## src/rtl/store_buffer_pkg.sv

```systemverilog
// Shared definitions for the store buffer: default depth, entry layout and FSM encoding.
package store_buffer_pkg;

   localparam int unsigned SbDepthDefault = 4;
   localparam int unsigned SbEntryW       = 68;

   // One buffered store; field widths sum to SbEntryW.
   typedef struct packed {
      logic [31:0] addr;
      logic [3:0]  wstrb;
      logic [31:0] wdata;
   } sb_entry_t;

   typedef enum logic [2:0] {
      StIdle   = 3'd0,
      StDrain  = 3'd1,
      StRdReq  = 3'd2,
      StRdWait = 3'd3,
      StRdDone = 3'd4
   } sb_state_e;

endpackage

```

## src/rtl/sb_fifo.sv

```systemverilog
// Store FIFO for the store buffer.
// Ports:
//   clk_i, rst_ni   clock, asynchronous active-low reset
//   push_i          write push_data_i at the tail (ignored when full)
//   pop_i           drop the head entry (ignored when empty)
//   full_o, empty_o occupancy flags decoded from the pointers
//   multi_o         more than one entry held
//   head_o          oldest entry
//   next_o          entry behind the head (valid when multi_o)
module sb_fifo
   import store_buffer_pkg::*;
#(
   parameter int unsigned Depth = SbDepthDefault
) (
   input  logic      clk_i,
   input  logic      rst_ni,
   input  logic      push_i,
   input  sb_entry_t push_data_i,
   input  logic      pop_i,
   output logic      full_o,
   output logic      empty_o,
   output logic      multi_o,
   output sb_entry_t head_o,
   output sb_entry_t next_o
);

   localparam int unsigned AddrW = $clog2(Depth);
   localparam int unsigned PtrW  = AddrW + 1;

   logic [SbEntryW-1:0] mem_q [Depth];
   logic [PtrW-1:0]     wr_ptr_q, rd_ptr_q;
   logic [PtrW-1:0]     count;
   logic [AddrW-1:0]    rd_idx_next;
   logic                do_push, do_pop;

   // Pointers carry one extra MSB so full and empty are distinguishable on equal indices.
   always_comb begin
      empty_o     = (wr_ptr_q == rd_ptr_q);
      full_o      = (wr_ptr_q[PtrW-1] != rd_ptr_q[PtrW-1]) &&
                    (wr_ptr_q[AddrW-1:0] == rd_ptr_q[AddrW-1:0]);
      count       = wr_ptr_q - rd_ptr_q;
      multi_o     = (count > PtrW'(1));
      rd_idx_next = rd_ptr_q[AddrW-1:0] + AddrW'(1);
      head_o      = sb_entry_t'(mem_q[rd_ptr_q[AddrW-1:0]]);
      next_o      = sb_entry_t'(mem_q[rd_idx_next]);
      do_push     = push_i && !full_o;
      do_pop      = pop_i && !empty_o;
   end

   always_ff @(posedge clk_i or negedge rst_ni) begin
      if (!rst_ni) begin
         wr_ptr_q <= '0;
         rd_ptr_q <= '0;
      end else begin
         if (do_push) wr_ptr_q <= wr_ptr_q + PtrW'(1);
         if (do_pop)  rd_ptr_q <= rd_ptr_q + PtrW'(1);
      end
   end

   // Payload storage needs no reset: entries are only read between push and pop.
   always_ff @(posedge clk_i) begin
      if (do_push) mem_q[wr_ptr_q[AddrW-1:0]] <= push_data_i;
   end

endmodule

```

## src/rtl/store_buffer.sv

```systemverilog
// Store buffer between the core data port and a single-outstanding memory interface.
// Stores are queued and drained in order; loads wait for the queue to empty, then issue
// one read and return its data through a held register. No store-to-load forwarding.
// Ports:
//   clk, rst                    clock, asynchronous active-low reset
//   data_sram_*                 core request (wen != 0 store, wen == 0 load) and load data
//   stallreq_for_sb             stall the core; it holds its request while high
//   mem_req/wr/wstrb/addr/wdata memory request, registered and stable while mem_req is high
//   mem_addr_ok/data_ok/rdata   memory accept, completion and read data
module store_buffer
   import store_buffer_pkg::*;
#(
   parameter int unsigned DEPTH = SbDepthDefault
) (
   input  logic        clk,
   input  logic        rst,
   input  logic        data_sram_en,
   input  logic [3:0]  data_sram_wen,
   input  logic [31:0] data_sram_addr,
   input  logic [31:0] data_sram_wdata,
   output logic [31:0] data_sram_rdata,
   output logic        stallreq_for_sb,
   output logic        mem_req,
   output logic        mem_wr,
   output logic [3:0]  mem_wstrb,
   output logic [31:0] mem_addr,
   output logic [31:0] mem_wdata,
   input  logic        mem_addr_ok,
   input  logic        mem_data_ok,
   input  logic [31:0] mem_rdata
);

   sb_state_e   state_q;
   logic        mem_req_q, mem_wr_q;
   logic [3:0]  mem_wstrb_q;
   logic [31:0] mem_addr_q, mem_wdata_q, rdata_q;

   logic        is_store, is_load, push, wr_done, stall_raw;
   logic        fifo_full, fifo_empty, fifo_multi;
   sb_entry_t   in_entry, head, second, issue_entry;

   sb_fifo #(
      .Depth(DEPTH)
   ) u_fifo (
      .clk_i      (clk),
      .rst_ni     (rst),
      .push_i     (push),
      .push_data_i(in_entry),
      .pop_i      (wr_done),
      .full_o     (fifo_full),
      .empty_o    (fifo_empty),
      .multi_o    (fifo_multi),
      .head_o     (head),
      .next_o     (second)
   );

   always_comb begin
      is_store = data_sram_en && (data_sram_wen != 4'b0000);
      is_load  = data_sram_en && (data_sram_wen == 4'b0000);
      in_entry = '{addr: data_sram_addr, wstrb: data_sram_wen, wdata: data_sram_wdata};
      push     = is_store && !fifo_full && ((state_q == StIdle) || (state_q == StDrain));
      // data_ok only counts once the request has been accepted (or is accepted now).
      wr_done  = (state_q == StDrain) && mem_data_ok && (!mem_req_q || mem_addr_ok);

      // In IDLE an empty queue means the store being pushed now is the next to issue;
      // in DRAIN the entry after the one being popped is next.
      if (state_q == StIdle) begin
         issue_entry = fifo_empty ? in_entry : head;
      end else begin
         issue_entry = fifo_multi ? second : in_entry;
      end

      unique case (state_q)
         StIdle, StDrain:   stall_raw = is_load || (is_store && fifo_full);
         StRdReq, StRdWait: stall_raw = 1'b1;
         default:           stall_raw = 1'b0;
      endcase
      stallreq_for_sb = stall_raw && rst;
   end

   always_ff @(posedge clk or negedge rst) begin
      if (!rst) begin
         state_q     <= StIdle;
         mem_req_q   <= 1'b0;
         mem_wr_q    <= 1'b0;
         mem_wstrb_q <= '0;
         mem_addr_q  <= '0;
         mem_wdata_q <= '0;
         rdata_q     <= '0;
      end else begin
         unique case (state_q)
            StIdle: begin
               if (!fifo_empty || push) begin
                  state_q     <= StDrain;
                  mem_req_q   <= 1'b1;
                  mem_wr_q    <= 1'b1;
                  mem_addr_q  <= issue_entry.addr;
                  mem_wstrb_q <= issue_entry.wstrb;
                  mem_wdata_q <= issue_entry.wdata;
               end else if (is_load) begin
                  state_q     <= StRdReq;
                  mem_req_q   <= 1'b1;
                  mem_wr_q    <= 1'b0;
                  mem_addr_q  <= data_sram_addr;
                  mem_wstrb_q <= '0;
               end
            end
            StDrain: begin
               if (mem_req_q && mem_addr_ok) mem_req_q <= 1'b0;
               if (wr_done) begin
                  if (fifo_multi || push) begin
                     mem_req_q   <= 1'b1;
                     mem_wr_q    <= 1'b1;
                     mem_addr_q  <= issue_entry.addr;
                     mem_wstrb_q <= issue_entry.wstrb;
                     mem_wdata_q <= issue_entry.wdata;
                  end else if (is_load) begin
                     state_q     <= StRdReq;
                     mem_req_q   <= 1'b1;
                     mem_wr_q    <= 1'b0;
                     mem_addr_q  <= data_sram_addr;
                     mem_wstrb_q <= '0;
                  end else begin
                     state_q <= StIdle;
                  end
               end
            end
            StRdReq: begin
               if (mem_addr_ok) begin
                  mem_req_q <= 1'b0;
                  if (mem_data_ok) begin
                     rdata_q <= mem_rdata;
                     state_q <= StRdDone;
                  end else begin
                     state_q <= StRdWait;
                  end
               end
            end
            StRdWait: begin
               if (mem_data_ok) begin
                  rdata_q <= mem_rdata;
                  state_q <= StRdDone;
               end
            end
            // The core still holds the completed load here; it is not re-issued.
            StRdDone: state_q <= StIdle;
            default:  state_q <= StIdle;
         endcase
      end
   end

   assign data_sram_rdata = rdata_q;
   assign mem_req         = mem_req_q;
   assign mem_wr          = mem_wr_q;
   assign mem_wstrb       = mem_wstrb_q;
   assign mem_addr        = mem_addr_q;
   assign mem_wdata       = mem_wdata_q;

endmodule

```

## config.mk

```make
export PLATFORM = sky130hd
export DESIGN_NAME = store_buffer
export DESIGN_NICKNAME = d
export VERILOG_FILES = /design/src/rtl/store_buffer_pkg.sv /design/src/rtl/sb_fifo.sv /design/src/rtl/store_buffer.sv
export SDC_FILE = /design/constraint.sdc
export NUM_CORES = 1
export LEC_CHECK = 0
export CAP_MARGIN = 20
export CORE_MARGIN = 3
export CORE_UTILIZATION = 64
export CTS_BUF_LIST = sky130_fd_sc_hd__clkbuf_8 sky130_fd_sc_hd__clkbuf_16
export DETAILED_ROUTE_END_ITERATION = 16
export DONT_BUFFER_PORTS = 1
export GPL_TIMING_DRIVEN = 0
export PLACE_DENSITY = 0.86
export SLEW_MARGIN = 15
export SYNTH_ARGS = -nofsm -noshare
export SYNTH_HDL_FRONTEND = slang
export SYNTH_HIERARCHICAL = 1
export SYNTH_SLANG_ARGS = --single-unit
```

## constraint.sdc

```tcl
create_clock -name clk -period 5.72 [get_ports clk]
set_input_delay 0.858 -clock clk [delete_from_list [all_inputs] [get_ports clk]]
set_output_delay 0.858 -clock clk [all_outputs]
set_load 0.01 [all_outputs]
```

# == After elaboration in Yosys (flattened, before gate mapping) ==
# Memories as Yosys holds them, arrays and structs flattened.
# Index checks and enable logic that the tools add are counted.
# word_totals
mem_count,1
register_bits,111
mem_bits_rw,272
output_inout_bits,103
word_cells,106
in_bits,105
# op_classes
magnitude_cmp,1
reduce_logical,33
muxes,45
addsub,4
n_eq_ne,13
# mem_list
memory,depth,width,rd,rd_clocked_by_memory_dff,write_ports,line_no,source
u_fifo.mem_q,4,68,2,0,1,sb_fifo.sv:30,logic [SbEntryW-1:0] mem_q [Depth];
# ops
operator,count
two-way mux 32 bit,9
two-way mux 68 bit,3
one-hot mux 32 bit (2 select lines),3
two-way mux 3 bit,7
two-way mux 4 bit,4
two-way mux 1 bit,13
logical AND 1 bit,12
one-hot mux 3 bit (4 select lines),1
one-hot mux 4 bit (2 select lines),1
"adder 3 x 1 -> 3 bit, second input constant",2
"equality test 3 x 2 -> 1 bit, second input constant",2
"inequality test 2 x 1 -> 1 bit, second input constant",3
"inequality test 2 bit, second input constant",3
logical OR 1 bit,5
AND reduction 5 bit,1
logical NOT 4 bit,1
one-hot mux 1 bit (2 select lines),2
AND reduction 2 bit,2
AND reduction 4 bit,1
nonzero test 2 bit,2
nonzero test 4 bit,1
OR reduction 2 bit,2
"equality test 3 x 1 -> 1 bit, second input constant",1
equality test 3 bit,1
12 further kinds,14

# == Logic depth before layout (Yosys ltp) ==
# depth
word_depth,9
depth_mapped,14
ltp_nobuf,10

# == Modules after synthesis ==
# Netlist, hierarchy kept.
# by_module_without_submodules
module,cells_each,area_each_um2,seq_area_each_um2,n_inst
sb_fifo,482,11920.2,8318.0,1
store_buffer,514,5315.1,2627.5,1

# == Worst setup path after synthesis ==
# OpenSTA, ideal clock, no wires.
# synth_path
path_type,register -> register
start,register u_fifo.rd_ptr_q[1]
end,"memory u_fifo.mem_q[3][0], enable pin"
path_slack_ps,1670
stages_incl_launch_ff,10
setup_time_ps,434
t_arrival_ps,3617
n_path_buf,3
period_less_slack_ps,4050
required_time_ps,5286
path_cell_list,dfrtp_1 -> buf_4 -> buf_2 -> buf_4 -> inv_1 -> ha_1 -> nand3_1 -> inv_1 -> nor4b_4 -> and3_1
# synth_via
elab_chain_len,8
# synth_rtl
item,line_no,source
start: declaration,sb_fifo.sv:31,"logic [PtrW-1:0] wr_ptr_q, rd_ptr_q;"
start signal: assignment,sb_fifo.sv:56,if (do_pop) rd_ptr_q <= rd_ptr_q + PtrW'(1);
equality test 2 bit,sb_fifo.sv:40,(wr_ptr_q[AddrW-1:0] == rd_ptr_q[AddrW-1:0]);
logical AND 1 bit,sb_fifo.sv:39,full_o = (wr_ptr_q[PtrW-1] != rd_ptr_q[PtrW-1]) &&
net fifo_full,store_buffer.sv:39,"logic fifo_full, fifo_empty, fifo_multi;"
logical NOT 1 bit,store_buffer.sv:61,push = is_store && !fifo_full && ((state_q == StIdle) || (state_q == StDrain));
logical AND 1 bit (2 in a row),store_buffer.sv:61,
net push,store_buffer.sv:38,"logic is_store, is_load, push, wr_done, stall_raw;"
logical AND 1 bit,sb_fifo.sv:46,do_push = push_i && !full_o;
two-way mux 1 bit,sb_fifo.sv:62,if (do_push) mem_q[wr_ptr_q[AddrW-1:0]] <= push_data_i;
two-way mux 1 bit (implied by the code),sb_fifo.sv:62,
end: declaration,sb_fifo.sv:30,
# The timed path passes the listed nets, and every way through them passes these cells.

# == Final worst setup path ==
# layout_path
start,register u_fifo.rd_ptr_q[1]
end,output stallreq_for_sb
# layout_via
elab_chain_len,6
# layout_rtl
item,line_no,source
equality test 2 bit,sb_fifo.sv:40,
logical AND 1 bit,sb_fifo.sv:39,
net fifo_full,store_buffer.sv:39,
logical AND 1 bit,store_buffer.sv:74,"StIdle, StDrain: stall_raw = is_load || (is_store && fifo_full);"
logical OR 1 bit,store_buffer.sv:74,
one-hot mux 1 bit (2 select lines),store_buffer.sv:73,unique case (state_q)
logical AND 1 bit,store_buffer.sv:78,stallreq_for_sb = stall_raw && rst;
end: declaration,store_buffer.sv:22,"output logic stallreq_for_sb,"
# The timed path passes the listed nets, and every way through them passes these cells.

==> results.toml <==
[placement]
gp_congestion = 0.854
dpl.hpwl_um = 26100
place_inst = 1335
port_buffers = 0

[synth]
yosysSeqAreaShare_pct = 63.5
synth-xor-area-share_pct = 0.247
synthSimpleGateAreaFrac_pct = 3.87
synth_fa_ha_area_share_pct = 0.624
syn_nets = 1109
synthMuxAreaShare_pct = 20.2
synthesis.instances = 996
synth_top_family_by_area = "multiplexers"
synth_seq_cells = 383
syn_avg_cell_area_um2 = 17.3
ys_warn_count = 6
syn_area_um2 = 17200
synth_compound_area_share_pct = 8.32
yosysUniqueCellTypes = 52

[finish]
layout_common_cells = "edfxtp_1, mux4_2, dfrtp_1, nor2_1, nand2_1"
n_antenna_cell = 0
synthToLayoutAreaGrowth_pct = 11.0
seq_area_um2 = 10900
fillers = 1540
final_common_cell = "edfxtp_1"
multi_input_area_um2 = 5750
fin_cells = 1409
nets = 1156
drive_above_1_share_pct = 32.0

[pwr]
pwr_density_cell_nw_per_um2 = 701
p_leak_uw = 0.00667
max-vdd-ir-drop_v = 0.000409

[setup_path]
cp-end-kind = "output port"
start_kind = "flip-flop"
worst_path_max_delay_cell = "nor3b_1"
crit_type = "reg2out"
path_max_fanout = 10
crit_chain = "buf_4 -> buf_2 -> buf_4 -> inv_1 -> ha_1 -> nand3_1 -> inv_1 -> o21a_1 -> nor2_1 -> nor3b_1"
slowest_delay_ps = 520
crit_arrival_ps = 3230
crit_buf_inv = 5
cp_top_family = "buffers and inverters"
r2r_setup_slack_ps = 1960
cp.required_ps = 4860

[clock_tree]
htree_levels = 2
clk_latency_ps = 540
cts_root_buf = "clkbuf_16"
tritoncts = "built"
ctsLongestPathBuffers = 3
clock_sinks = 383
numCtsBuffers = 40
clk_pin_slew_ps = 60

[global_routing]
grt_pass1_vias = 10800
track_usage_pct = 28.4
antenna_found_initial = 0
grt_start_max_net_pins = 110
overflow = 0
grt_first_pass_wirelength_um = 62200

[sta]
tightest_slew_ps = 640
fmax_ghz = 0.245
fin_tns_setup_ps = 0
finalSetupViolations = 0
rsz0062_at_grt = "false"
slew_viol_final = 0
finalCritPeriodShare_pct = 71.5
fin_crit_ps = 4090
hold_violations = 0
maxSlewHeadroom_pct = 57.3
holdWs_ps = 24.5
fin_skew_ps = 28.8

[floorplan]
rows = 59
die_y_um = 170
die_w_um = 170
core_um2 = 26300
start_util_pct = 65.6
io_pins = 208
design.die.area_um2 = 28900

[route]
drtAntennaViolNets = 0
wl_per_cell_um = 29.0
routed_wl_um = 40900
vias = 10200
via_per_inst = 7.23
drtPass1Iterations = 5
route.detailed.drc = 0
drt_iter0_drc = 1207

[job]
cap_violations = 0

[run_status]
status = "completed"

[min_path]
hold_class = "in2async"
## per-layer routing
metal,vias to the layer above,part of all wire (%),GRT usage [%]
met5,-,0,0
met4,0,2.2,8.47
met3,83,10,7.11
met2,643,52,47.8
met1,5275,36,37.3
li1,4190,-,-
## final timing paths
path                                startpoint                  end  cells after the start
min                                        rst        mem_wdata[14]                      0
min in group clk           data_sram_wdata[30]  u_fifo/mem_q[3][30]                      0
max                         u_fifo/rd_ptr_q[1]      stallreq_for_sb                     10
min reg2reg                 u_fifo/wr_ptr_q[0]   u_fifo/wr_ptr_q[0]                      1
max in group asynchronous                  rst        mem_wdata[20]                      1
max reg2reg                 u_fifo/rd_ptr_q[1]  u_fifo/mem_q[1][44]                     10
## cells in the mapped netlist, drive strengths merged
library cell / instances / area [µm²]
nand3: 3 / 15.0
edfxtp: 272 / 8170
o31ai: 1 / 21.3
inv: 12 / 45.0
dfrtp: 111 / 2780
nor2: 70 / 265
o211ai: 1 / 7.51
a31o: 1 / 8.76
xor2: 1 / 16.3
nor2b: 1 / 6.26
and3: 4 / 25.0
nor4: 1 / 21.3
and4: 1 / 8.76
fa: 1 / 20.0
clkbuf: 12 / 45.0
o22ai: 36 / 225
a22oi: 32 / 240
a2bb2oi: 1 / 8.76
nand3b: 1 / 7.51
mux2: 36 / 413
ha: 7 / 87.6
o21a: 3 / 22.5
a22o: 5 / 43.8
nand2b: 3 / 18.8
nor3b: 3 / 22.5
or2: 1 / 8.76
o221a: 33 / 372
o21ai: 35 / 179
nand4: 1 / 6.26
mux4: 136 / 3060
buf: 63 / 473
or3b: 1 / 8.76
a311o: 1 / 10.0
and2: 2 / 12.5
xnor2: 3 / 26.3
nand2: 48 / 188
a21oi: 14 / 73.8
a31oi: 34 / 213
nor4b: 1 / 23.8
or4: 1 / 7.51
nor3: 2 / 21.3
o2111ai: 1 / 8.76
## power by group
part           internal, µW  switching (µW)  leakage, µW
Clock                  1550            1030     0.000709
Sequential             3940             662      0.00377
Combinational          2870            3350      0.00220
Total                  8360            5040      0.00667
## worst register-to-register path, delay by kind of cell (launching register included)
kind	cells	cell delay (ps)
AND/OR/NAND/NOR	3	1370
adder cells (fa/ha/maj)	1	330
flip-flops	1	390
buffers and inverters	6	1330
## stage by stage
stage	setup WS, ps	instance area (µm²)	total power (µW)	util [%]
floorplan	1670	17200	9150	-
global placement	-61.9	17700	10500	67.2
detailed placement	1960	17800	10800	67.7
CTS	1610	19100	13400	72.8
global route	1370	19100	14100	72.8
finish	1630	19100	13400	72.8
## registers in the layout, summed over array words and instances (netlist names)
name,flops
mem_wr,1
mem_wdata,32
u_fifo/wr_ptr_q,3
u_fifo/rd_ptr_q,3
mem_wstrb,4
data_sram_rdata,32
mem_addr,32
state_q,3
mem_req,1
u_fifo/mem_q,272
## final cells by class
class	instances	share of cell area, %
flip-flops and latches	383	57.2
clock inverters	27	1.23
plain buffers	75	2.71
multi-input cells	526	30.0
well taps	335	2.19
repair buffers	5	0.628
clock buffers	46	5.72
inverters	12	0.236
## what timing repair did
action                                 CTS  global route
endpoints found under the hold margin    4             0
setup buffers                            0             0
hold buffers                             1             0
gates resized for setup                  0             0
## cell families after synthesis
| family | count (synthesis) |
|---|---|
| flops | 383 |
| compound gates | 198 |
| mux | 172 |
| simple gates | 144 |
| buf+inv | 87 |
| fa+ha+maj | 8 |
| xor+xnor | 4 |
Note: power is estimated with default switching activity, not from simulation.
